<file path="src/rtl/lcd_bus_arbiter_pkg.sv">
// Shared types and constants for the LCD write-bus arbiter.
//   state_t           : arbiter FSM states
//   REQ_CMD / REQ_PIX : requester indices (command sequencer, pixel updater)
//   DCX_CMD / DCX_DATA: values of the D/C select line
package lcd_bus_pkg;
  typedef enum logic [1:0] {IDLE, STROBE_LO, STROBE_HI, WAIT_NEXT} state_t;

  localparam logic REQ_CMD  = 1'b0;
  localparam logic REQ_PIX  = 1'b1;

  localparam logic DCX_CMD  = 1'b0;
  localparam logic DCX_DATA = 1'b1;
endpackage

</file>
<file path="src/rtl/lcd_bus_arbiter_if.sv">
// Requester handshakes plus the LCD pin side of the arbiter.
//   master: requester/pin-consumer view (drives valid/dcx/data/last)
//   slave : arbiter view (drives ready, wr, dcx, D, grant, busy)
interface lcd_bus_arbiter_if;
  logic       req0_valid, req0_dcx, req0_last, req0_ready;
  logic [7:0] req0_data;
  logic       req1_valid, req1_dcx, req1_last, req1_ready;
  logic [7:0] req1_data;
  logic       wr, dcx, busy;
  logic [7:0] D;
  logic [1:0] grant;

  modport master (
    output req0_valid, req0_dcx, req0_data, req0_last,
    output req1_valid, req1_dcx, req1_data, req1_last,
    input  req0_ready, req1_ready, wr, dcx, D, grant, busy
  );

  modport slave (
    input  req0_valid, req0_dcx, req0_data, req0_last,
    input  req1_valid, req1_dcx, req1_data, req1_last,
    output req0_ready, req1_ready, wr, dcx, D, grant, busy
  );
endinterface

</file>
<file path="src/rtl/lcd_bus_arbiter_wr_timer.sv">
// Loadable down-counter timing one strobe phase.
//   clk, rst : clock, synchronous active-high reset
//   load     : reload with load_val (takes priority over counting)
//   load_val : phase length in cycles, >= 1
//   done     : high in the last cycle of the loaded phase (single pulse)
// The count parks at 0 after reaching 1, so done never repeats or wraps.
module lcd_wr_timer #(
  parameter int W = 1
) (
  input  logic         clk,
  input  logic         rst,
  input  logic         load,
  input  logic [W-1:0] load_val,
  output logic         done
);
  logic [W-1:0] cnt;

  always_ff @(posedge clk) begin
    if (rst)                cnt <= '0;
    else if (load)          cnt <= load_val;
    else if (cnt != '0)     cnt <= cnt - W'(1);
  end

  assign done = (cnt == W'(1));
endmodule

</file>
<file path="src/rtl/lcd_bus_arbiter.sv">
// Two-requester arbiter for the 8080-style LCD write bus.
//   clk, rst : clock, synchronous active-high reset
//   bus      : requester handshakes (req0 = command sequencer, req1 = pixel
//              updater) and LCD pins wr/dcx/D, plus grant and busy status
// Ownership is kept for a whole burst (until a byte with last=1 has been
// strobed); between bursts the owner is chosen round-robin.
module lcd_bus_arbiter
  import lcd_bus_pkg::*;
#(
  parameter int WR_LOW  = 1,
  parameter int WR_HIGH = 1
) (
  input  logic clk,
  input  logic rst,
  lcd_bus_arbiter_if.slave bus
);
  localparam int MAX_PH = (WR_LOW > WR_HIGH) ? WR_LOW : WR_HIGH;
  localparam int CW     = $clog2(MAX_PH + 1);

  state_t     state;
  logic       owner, last_served, last_q;
  logic       wr_q, dcx_q;
  logic [7:0] d_q;
  logic [1:0] grant_q;

  logic [1:0] req_v, rdy;
  logic       win, accept, sel_dcx, sel_last;
  logic [7:0] sel_data;
  logic       tmr_load, tmr_done;
  logic [CW-1:0] tmr_val;

  // Ready is combinational so a byte is accepted in the cycle it is offered.
  // In WAIT_NEXT only the burst owner may be accepted.
  always_comb begin
    req_v = {bus.req1_valid, bus.req0_valid};
    win   = REQ_CMD;
    rdy   = 2'b00;
    case (state)
      IDLE: begin
        win = (&req_v) ? ~last_served : req_v[REQ_PIX];
        if (|req_v) rdy = 2'b01 << win;
      end
      WAIT_NEXT: begin
        win = owner;
        if (req_v[owner]) rdy = 2'b01 << win;
      end
      default: ;
    endcase
  end

  assign accept   = |rdy;
  assign sel_dcx  = win ? bus.req1_dcx  : bus.req0_dcx;
  assign sel_data = win ? bus.req1_data : bus.req0_data;
  assign sel_last = win ? bus.req1_last : bus.req0_last;

  // One timer serves both phases: loaded with WR_LOW on accept, reloaded
  // with WR_HIGH as the low phase ends.
  assign tmr_load = accept | ((state == STROBE_LO) & tmr_done);
  assign tmr_val  = accept ? CW'(WR_LOW) : CW'(WR_HIGH);

  lcd_wr_timer #(.W(CW)) u_timer (
    .clk      (clk),
    .rst      (rst),
    .load     (tmr_load),
    .load_val (tmr_val),
    .done     (tmr_done)
  );

  always_ff @(posedge clk) begin
    if (rst) begin
      state       <= IDLE;
      owner       <= REQ_CMD;
      last_served <= REQ_PIX;
      last_q      <= 1'b0;
      wr_q        <= 1'b1;
      dcx_q       <= DCX_DATA;
      d_q         <= 8'h00;
      grant_q     <= 2'b00;
    end else if (accept) begin
      owner       <= win;
      last_served <= win;
      last_q      <= sel_last;
      dcx_q       <= sel_dcx;
      d_q         <= sel_data;
      grant_q     <= 2'b01 << win;
      wr_q        <= 1'b0;
      state       <= STROBE_LO;
    end else begin
      case (state)
        STROBE_LO: if (tmr_done) begin
          wr_q  <= 1'b1;
          state <= STROBE_HI;
        end
        STROBE_HI: if (tmr_done) begin
          if (last_q) begin
            state   <= IDLE;
            grant_q <= 2'b00;
          end else begin
            state   <= WAIT_NEXT;
          end
        end
        default: ;
      endcase
    end
  end

  assign bus.req0_ready = rdy[0];
  assign bus.req1_ready = rdy[1];
  assign bus.wr         = wr_q;
  assign bus.dcx        = dcx_q;
  assign bus.D          = d_q;
  assign bus.grant      = grant_q;
  assign bus.busy       = (state != IDLE);
endmodule
</file>
<file path="src/flat_wrapper.sv">
// flat-port wrapper written by rule: the top's interface ports become plain ports
module lcd_bus_arbiter_flat import lcd_bus_pkg::*;
#(
  parameter int WR_LOW  = 1,
  parameter int WR_HIGH = 1
)
  (clk, rst, bus_req0_valid, bus_req0_dcx, bus_req0_data, bus_req0_last, bus_req1_valid, bus_req1_dcx, bus_req1_data, bus_req1_last, bus_req0_ready, bus_req1_ready, bus_wr, bus_dcx, bus_D, bus_grant, bus_busy);
  lcd_bus_arbiter_if bus_i ();
  input  logic clk;
  input  logic rst;
  input wire logic [$bits(bus_i.req0_valid)-1:0] bus_req0_valid;
  input wire logic [$bits(bus_i.req0_dcx)-1:0] bus_req0_dcx;
  input wire logic [$bits(bus_i.req0_data)-1:0] bus_req0_data;
  input wire logic [$bits(bus_i.req0_last)-1:0] bus_req0_last;
  input wire logic [$bits(bus_i.req1_valid)-1:0] bus_req1_valid;
  input wire logic [$bits(bus_i.req1_dcx)-1:0] bus_req1_dcx;
  input wire logic [$bits(bus_i.req1_data)-1:0] bus_req1_data;
  input wire logic [$bits(bus_i.req1_last)-1:0] bus_req1_last;
  output wire logic [$bits(bus_i.req0_ready)-1:0] bus_req0_ready;
  output wire logic [$bits(bus_i.req1_ready)-1:0] bus_req1_ready;
  output wire logic [$bits(bus_i.wr)-1:0] bus_wr;
  output wire logic [$bits(bus_i.dcx)-1:0] bus_dcx;
  output wire logic [$bits(bus_i.D)-1:0] bus_D;
  output wire logic [$bits(bus_i.grant)-1:0] bus_grant;
  output wire logic [$bits(bus_i.busy)-1:0] bus_busy;
  assign bus_i.req0_valid = bus_req0_valid;
  assign bus_i.req0_dcx = bus_req0_dcx;
  assign bus_i.req0_data = bus_req0_data;
  assign bus_i.req0_last = bus_req0_last;
  assign bus_i.req1_valid = bus_req1_valid;
  assign bus_i.req1_dcx = bus_req1_dcx;
  assign bus_i.req1_data = bus_req1_data;
  assign bus_i.req1_last = bus_req1_last;
  assign bus_req0_ready = bus_i.req0_ready;
  assign bus_req1_ready = bus_i.req1_ready;
  assign bus_wr = bus_i.wr;
  assign bus_dcx = bus_i.dcx;
  assign bus_D = bus_i.D;
  assign bus_grant = bus_i.grant;
  assign bus_busy = bus_i.busy;
  lcd_bus_arbiter #(.WR_LOW(WR_LOW), .WR_HIGH(WR_HIGH)) u_core (.clk(clk), .rst(rst), .bus(bus_i));
endmodule
</file>
<file path="config.mk">
export PLATFORM = sky130hd
export DESIGN_NAME = lcd_bus_arbiter_flat
export DESIGN_NICKNAME = d
export VERILOG_FILES = /design/src/rtl/lcd_bus_arbiter_pkg.sv /design/src/rtl/lcd_bus_arbiter_if.sv /design/src/rtl/lcd_bus_arbiter_wr_timer.sv /design/src/rtl/lcd_bus_arbiter.sv /design/src/flat_wrapper.sv
export SDC_FILE = /design/constraint.sdc
export NUM_CORES = 1
export LEC_CHECK = 0
export CAP_MARGIN = 20
export CORE_MARGIN = 4
export CORE_UTILIZATION = 37
export CTS_CLUSTER_SIZE = 20
export DETAILED_ROUTE_END_ITERATION = 16
export PLACE_DENSITY = 0.74
export SLEW_MARGIN = 25
export SYNTH_ARGS = -nofsm -noshare
export SYNTH_HDL_FRONTEND = slang
export SYNTH_HIERARCHICAL = 1
export SYNTH_SLANG_ARGS = --single-unit
</file>
<file path="constraint.sdc">
create_clock -name clk -period 1.8 [get_ports clk]
set_clock_uncertainty 0.1 [all_clocks]
set_input_delay 0.36 -clock clk [delete_from_list [all_inputs] [get_ports clk]]
set_output_delay 0.36 -clock clk [all_outputs]
set_load 0.1 [all_outputs]
</file>
=== Word-level counts from Yosys, hierarchy flattened ===
Index checks and enable logic that the tools add are counted.

* Register bits: 18
* Output and inout bits: 15

* Add/sub/neg operators: 1
* Magnitude comparators: 1
* Equal/unequal tests: 7
* Shift operators: 3
* Multiplexer cells: 24
* Bitwise operators: 3
* Reductions and logical operators: 16

{| class="wikitable"
|+ Operator list
! operator !! count
|-
| 2-bit two-way mux || 9
|-
| 2-bit nonzero test || 6
|-
| 1-bit two-way mux || 11
|-
| 3-bit AND reduction || 3
|-
| 8-bit two-way mux || 1
|-
| 2-bit one-hot mux with 2 select lines || 2
|-
| 3-bit by 2-bit inequality test with 1-bit output, second input constant || 2
|-
| 1-bit by 1-bit << shifter with 2-bit output, first input constant || 3
|-
| 2-bit equality test, second input constant || 2
|-
| 2-bit inequality test, second input constant || 2
|-
| 2-bit AND reduction || 2
|-
| 2-bit OR reduction || 2
|-
| 3-bit nonzero test || 1
|-
| 3-bit OR reduction || 1
|-
| 2-bit by 1-bit equality test with 1-bit output, second input constant || 1
|-
| 2-bit zero test || 1
|-
| 1-bit by 2-bit less-than comparator with 1-bit output, second input constant || 1
|-
| 1-bit one-hot mux with 2 select lines || 1
|-
| 1-bit bitwise AND || 1
|-
| 1-bit inverter || 1
|-
| 1-bit bitwise OR || 1
|-
| 1-bit subtractor, second input constant || 1
|}

=== Longest topological paths before layout ===
Gate-level depths: netlist (run 1).

* Depth after elaboration: 8
* Gate-level depth with buffers: 7

=== By module ===
Netlist (run 1), hierarchy kept.

{| class="wikitable"
|+ Modules (own cells, without submodules)
! module !! times used !! cells an instance !! area each (um2) !! seq. area each (um2)
|-
| lcd_bus_arbiter || 1 || 90 || 887.1 || 340.3
|-
| lcd_wr_timer || 1 || 2 || 28.8 || 20.0
|}

=== Worst setup path after synthesis (run 1) ===
No wires, ideal clock.

* Path kind: register -> output
* Start: reg u_core.state[0]
* End: out bus_req1_ready
* Arrival: 3.075 ns
* Required time: 1.340 ns
* Setup slack: -1.735 ns
* Stages on the path, launching flop included: 4
* Path buffers: 0
* Cells stage by stage: dfxtp_1 > inv_1 > ha_1 > nor3b_1

* Word-level cells in the longest chain between the ends: 2
* Elaborated cells on any way between the ends: 3
* Those cells by class: eq/ne: 1; mux: 1; reduce/logical: 1

{| class="wikitable"
|+ Ends and longest elaborated chain
! item !! line !! source
|-
| start, declared || lcd_bus_arbiter.sv:20 || <nowiki>state_t state;</nowiki>
|-
| start signal, assigned || lcd_bus_arbiter.sv:71 || <nowiki>state <= IDLE;</nowiki>
|-
| start signal, assigned || lcd_bus_arbiter.sv:87 || <nowiki>state <= STROBE_LO;</nowiki>
|-
| start signal, assigned || lcd_bus_arbiter.sv:92 || <nowiki>state <= STROBE_HI;</nowiki>
|-
| 2-bit equality test or 2-bit zero test (tied branches) || lcd_bus_arbiter.sv:38 || <nowiki>case (state)</nowiki>
|-
| 2-bit one-hot mux with 2 select lines * || lcd_bus_arbiter.sv:38 ||
|-
| end, declared || flat_wrapper.sv:20 || <nowiki>output wire logic [$bits(bus_i.req1_ready)-1:0] bus_req1_ready;</nowiki>
|}

Every way passes the cells marked *; elsewhere a longest branch is shown, timed or not.

=== Final worst setup path (run 1) ===
* Start: reg u_core.state[1]
* End: reg u_core.d_q[2], in the netlist u_core/bus.D[2]

* Word-level cells in the longest chain between the ends: 3
* Elaborated cells on any way between the ends: 6
* Those cells by class: eq/ne: 1; mux: 3; reduce/logical: 2

{| class="wikitable"
|+ Ends and longest elaborated chain
! item !! line !! source
|-
| 2-bit equality test or 2-bit zero test (tied branches) || lcd_bus_arbiter.sv:38 ||
|-
| 1-bit one-hot mux with 2 select lines or 2-bit one-hot mux with 2 select lines (tied branches) || lcd_bus_arbiter.sv:38 ||
|-
| 8-bit two-way mux or 2-bit OR reduction (tied branches) || lcd_bus_arbiter.sv:53, lcd_bus_arbiter.sv:51 ||
|-
| end signal, assigned || lcd_bus_arbiter.sv:84 || <nowiki>d_q <= sel_data;</nowiki>
|-
| end, declared || lcd_bus_arbiter.sv:23 || <nowiki>logic [7:0] d_q;</nowiki>
|}

Several ways; a longest one is shown, not always the timed one.
A chain may end at the register's enable or synchronous reset.

==> flow_metrics.tcl, run 1 <==
set metrics [dict create \
    run_status "finished with violations" \
    failed_checks "negative setup slack" \
    drv_cap 0 \
    hold_start "u_core/last_q" \
    synthToLayoutAreaGrowth_pct 106 \
    portBuffers 38 \
    cts_tree "built" \
    wl_um 3670 \
    layout_commonest_cell "clkdlybuf4s50_1" \
    fp.dieH_um 57.8 \
    coreArea_um2 2280 \
    yosysWarnings 6 \
    cts-root-buf "clkbuf_4" \
    hold_violations 0 \
    initial_core_util_pct 40.2 \
    cp_slowest_cell "dfxtp_4" \
    routabilityCongestion 0.854 \
    grt_pass1_vias 1024 \
    synth-seq-cells 18 \
    hold_path_depth 1 \
    drc_errors 0 \
    slowest_delay_ns 0.40 \
    layout_common_cells "clkdlybuf4s50_1, buf_4, dfxtp_1" \
    layout-drive-gt1-share_pct 44.1 \
    r2r-start "u_core/state[1]" \
    setup_slack_ns -0.228 \
    rrSetupSlack_ns -0.23 \
    antenna_found_initial 0 \
    cts.path.max_buffers 2 \
    grt_usage_pct 18.7 \
    grt_pass1_wl_um 4780 \
    power.density_nw_per_um2 956 \
    final_util_pct 83.0 \
    vdd_drop_max_v 0.000757 \
    cp_max_fo 4 \
    leakagePower_nw 0.763 \
    setup_viol 19 \
    fin_crit_ns 2.03 \
    r2r_cells 9 \
    fin_nets 190 \
    dr_wl_met3_um 184 \
    cp.arrival_ns 2.13 \
    worst_setup_path_end_kind "flop" \
    h-tree-depth 1 \
    ys_seq_area_share_pct 39.3 \
    die_w_um 57.8 \
    rsz0062_at_grt "yes" \
    slew_violations 0 \
    clock-sinks 18 \
    clock_latency_ns 0.31 \
    place_worst_setup_slack_ns -0.328 \
    synth_nets 120 \
    fill_cells 124 \
    clkTransAtPathRegs_ns 0.12 \
    ant_nets 0 \
    grt.overflow.total 0 \
    avgRoutedWirePerCell_um 19.4 \
    syn-mean-instance-area_um2 9.96 \
    dieArea_um2 3340 \
    synth_area_um2 916 \
    wl_met2_um 1880 \
    topRoutingLayerUsed "met4" \
    vias 1041 \
    r2r_end "u_core/bus.D[2]" \
    via_per_inst 5.51 \
    antennaDiodeCount 0 \
    path_cells "inv_4 > ha_4 > buf_4 > buf_4 > nor3b_4 > buf_6 > nor3_4 > buf_4 > a221o_1" \
    wl_met1_um 1450 \
    synthDistinctLibCells 31 \
    hold_path_class "flop to flop" \
    hold_end "u_core/last_q" \
    drt_iter0_drc 29 \
    critical_path_class "flop to flop" \
    worstSetupStartpoint "u_core/state[1]" \
    cts_buffers 3 \
    cp-start-kind "flop" \
    drt_pre_antenna_iters 4 \
    worstPathRequired_ns 1.90 \
    num_rows 17 \
    postSynthCellCount 92 \
    grt_max_degree 13 \
    clock.fmax_mhz 493 \
    crit_top_cell "buf_4" \
    io_pins 39 \
    post-dp-hpwl_um 2130 \
    postCtsHoldBufs 0 \
    min_period_over_period_pct 113 \
]
what timing repair did:
action                                  CTS  global route
pin swaps                                 6             9
cloned                                    0             1
buffers inserted                          7             7
gates resized for setup                  13            12
endpoints found under the setup margin   14            18
through the flow:
stage                     instances  setup TNS (ns)  hold slack [ns]  area (µm²)  power, mW
after floorplan                  92           -2.80            0.322         985       1.04
after global placement          170           -4.72            0.396        1640       1.38
after detailed placement        170           -4.93            0.413        1640       1.40
after CTS                       181          -0.500            0.439        1780       1.70
after global routing            189           -3.64            0.476        1890       1.85
final                           189           -2.60            0.460        1890       1.80
cell type report:
| type | instances | area [µm²] | share of cell area, % |
|---|---|---|---|
| Clock buffer | 4 | 36.3 | 1.92 |
| Tap cell | 28 | 35.0 | 1.86 |
| Multi-Input combinational cell | 67 | 643 | 34.1 |
| Sequential cell | 18 | 368 | 19.5 |
| Timing Repair Buffer | 67 | 778 | 41.2 |
| Inverter | 5 | 27.5 | 1.46 |
power breakdown:
| part | leakage (nW) | switching, mW | total (mW) | internal [mW] |
|---|---|---|---|---|
| registers | 0.149 | 0.0653 | 0.515 | 0.450 |
| clock network | 0.0210 | 0.141 | 0.265 | 0.124 |
| logic | 0.593 | 0.579 | 1.02 | 0.445 |
| total | 0.763 | 0.785 | 1.80 | 1.02 |
worst max path at each step:
stage	cells after the start	end	slack, ns
floorplan	4	bus_req1_ready	-0.25
global placement	4	u_core/state[1]	-0.32
detailed placement	4	u_core/state[1]	-0.33
CTS	6	bus_req0_ready	-0.20
global route	9	u_core/bus.D[2]	-0.27
finish	9	u_core/bus.D[2]	-0.23
state kept, by name, summed over array words and instances, names as in the netlist:
name,cells
u_core/owner,1
u_core/bus.wr,1
u_core/last_served,1
u_core/bus.grant,2
u_core/last_q,1
u_core/bus.dcx,1
u_core/state,2
u_core/u_timer/done,1
u_core/bus.D,8
worst max-delay path: cells and delay by family, from the launching register on:
kind	cells	cell delay [ns]
fa+ha+maj	1	0.25
compound gates	1	0.31
simple gates	2	0.25
buf+inv	5	0.60
flops	1	0.40
synth_stat cells:
library cell / n / area (µm²)
dfxtp_1: 18 / 360
nor3b_1: 11 / 82.6
a221o_1: 10 / 100
nand2_1: 6 / 22.5
a21oi_1: 5 / 25.0
inv_1: 5 / 18.8
nor2_1: 5 / 18.8
ha_1: 4 / 50.1
nand2b_1: 3 / 18.8
a31o_1: 2 / 17.5
nor2b_1: 2 / 12.5
o21ai_0: 2 / 10.0
a211o_1: 1 / 8.76
a21oi_2: 1 / 8.76
a31oi_1: 1 / 6.26
a32oi_2: 1 / 16.3
and3_1: 1 / 6.26
and3b_1: 1 / 8.76
buf_2: 1 / 5.00
buf_6: 1 / 11.3
conb_1: 1 / 3.75
nand3_1: 1 / 5.00
nor3_1: 1 / 5.00
nor3_2: 1 / 10.0
nor3b_4: 1 / 18.8
nor4_4: 1 / 21.3
o211ai_1: 1 / 7.51
o211ai_2: 1 / 12.5
o21a_1: 1 / 7.51
o2bb2ai_1: 1 / 8.76
o31ai_1: 1 / 7.51
cell families after synthesis:
kind of cell,Yosys count,share of synthesized area (%)
AOI/OAI and AO/OA,28,25.8
and+or+nand+nor,34,25.1
buffers and inverters,7,3.82
adders and majority gates,4,5.46
other,1,0.409
DFF,18,39.3
layer usage:
layer | global-route usage, % | up-vias
met1 | 20.6 | 495
li1 | - | 490
met3 | 4.90 | 12
met2 | 33.9 | 44
met4 | 7.62 | 0
met5 | 0 | -
Power figures use the tool's default switching activity.
==> inputs of run 2 (changes only) <==
--- a/config.mk
+++ b/config.mk
@@ -6,10 +6,11 @@
 export NUM_CORES = 1
 export LEC_CHECK = 0
 export CAP_MARGIN = 20
-export CORE_MARGIN = 4
+export CORE_MARGIN = 3
 export CORE_UTILIZATION = 37
 export CTS_CLUSTER_SIZE = 20
 export DETAILED_ROUTE_END_ITERATION = 16
+export GPL_ROUTABILITY_DRIVEN = 0
 export PLACE_DENSITY = 0.74
 export SLEW_MARGIN = 25
 export SYNTH_ARGS = -nofsm -noshare
==> flow_metrics.tcl, run 2 (synthesized netlist as in run 1, its figures left out) <==
set metrics [dict create \
    hold_path_depth 1 \
    clock.fmax_mhz 505 \
    antennaDiodeCount 0 \
    vias 1048 \
    power.density_nw_per_um2 938 \
    ant_nets 0 \
    slowest_delay_ns 0.43 \
    cp-start-kind "input pin" \
    hold_end "u_core/last_q" \
    critical_path_class "input pin to output port" \
    rsz0062_at_grt "yes" \
    h-tree-depth 1 \
    cp_max_fo 2 \
    die_w_um 55.8 \
    run_status "finished with violations" \
    grt_usage_pct 21.0 \
    hold_ws_ns 0.446 \
    leakagePower_nw 0.750 \
    io_pins 39 \
    initial_core_util_pct 40.2 \
    hold_path_class "flop to flop" \
    cp_slowest_cell "clkdlybuf4s50_1" \
    cts_tree "built" \
    via_per_inst 5.63 \
    topRoutingLayerUsed "met4" \
    avgRoutedWirePerCell_um 17.3 \
    hold_violations 0 \
    antenna_found_initial 0 \
    r2r_cells 8 \
    largest_reg_flops 8 \
    setup_viol 12 \
    layout_common_cells "clkdlybuf4s50_1, buf_4, buf_12, dfxtp_1, a221o_1" \
    setup_slack_ns -0.180 \
    fin_nets 187 \
    hold_start "u_core/last_q" \
    drc_errors 0 \
    dr_wl_met3_um 146 \
    synthToLayoutAreaGrowth_pct 105 \
    cts-root-buf "clkbuf_4" \
    r2r-start "u_core/state[1]" \
    rrSetupSlack_ns -0.07 \
    wl_met2_um 1700 \
    worst_setup_path_end_kind "output port" \
    wl_met1_um 1310 \
    slew_violations 0 \
    crit_family "buffers and inverters" \
    worstSetupStartpoint "bus_req0_valid" \
    final_cells 186 \
    drv_cap 0 \
    grt.overflow.total 0 \
    cp.arrival_ns 1.52 \
    worstPathRequired_ns 1.34 \
    clock_latency_ns 0.29 \
    dieArea_um2 3110 \
    r2r_end "u_core/bus.D[0]" \
    cts.path.max_buffers 2 \
    coreArea_um2 2280 \
    placed_cells 172 \
    vdd_drop_max_v 0.000847 \
    wl_um 3220 \
    clock-sinks 18 \
    grt_pass1_wl_um 5220 \
    portBuffers 38 \
    failed_checks "negative setup slack" \
    tns_ns -0.775 \
    power_mw 1.76 \
    path_cells "clkdlybuf4s50_1 > nand2_1 > a32oi_4 > nor3b_4 > buf_12" \
    fin_crit_ns 1.98 \
    clkTransAtPathRegs_ns 0.10 \
    grt_pass1_vias 1071 \
    post-dp-hpwl_um 2200 \
    layout_commonest_cell "clkdlybuf4s50_1" \
    fp.dieH_um 55.8 \
    layout-drive-gt1-share_pct 45.6 \
    drt_pre_antenna_iters 4 \
    critPathBufInv 2 \
    drt_iter0_drc 17 \
    grt_max_degree 13 \
    postCtsHoldBufs 0 \
    cts_buffers 3 \
    min_period_over_period_pct 110 \
    num_rows 17 \
    place_worst_setup_slack_ns -0.422 \
]
run 2: changes by cell type in the layout (fill, tap and decap cells not counted), sizes merged:
cell,change
buf,-3
run 2: worst max path at each step:
| stage | endpoint | slack (ns) | cells after the start |
|---|---|---|---|
| CTS | bus_req0_ready | -0.22 | 6 |
| global route | bus_req1_ready | -0.25 | 5 |
| floorplan | bus_req1_ready | -0.25 | 4 |
| finish | bus_req1_ready | -0.18 | 5 |
| detailed placement | u_core/state[1] | -0.42 | 4 |
| global placement | u_core/state[1] | -0.34 | 4 |
run 2: layout make-up:
cell class                      instances  area (µm²)
Inverter                                5        27.5
Clock buffer                            4        36.3
Tap cell                               28        35.0
Sequential cell                        18         368
Fill cell                             117         398
Multi-Input combinational cell         67         656
Timing Repair Buffer                   64         756
run 2: worst reg2reg max path, stage by stage (launching register included):
cell	delay (ns)
dfxtp_4	0.39
inv_4	0.04
ha_4	0.24
nand2b_4	0.15
buf_4	0.14
a21oi_4	0.17
nor3_4	0.06
buf_12	0.15
a221o_1	0.31
run 2: metal layers:
metal	up-vias	GRT usage (%)
met5	-	0
met4	0	5.21
met3	8	5.10
met2	36	38.3
met1	521	24.2
li1	483	-
run 2: power by group:
group          switching (mW)  internal [mW]
combinational           0.569          0.435
clock                   0.126          0.123
sequential             0.0587          0.450
run 2: repair_timing:
action,CTS,global route
gates resized for setup,11,13
setup buffers,6,6
hold endpoints to repair,0,0
setup endpoints to repair,14,16
pin swaps,4,4
run 2: stage by stage:
stage               utilization (%)  cell area [µm²]
global placement               72.7             1650
finish                         82.5             1880
global route                   82.5             1880
detailed placement             72.7             1650
floorplan                         -              985
CTS                            78.3             1780
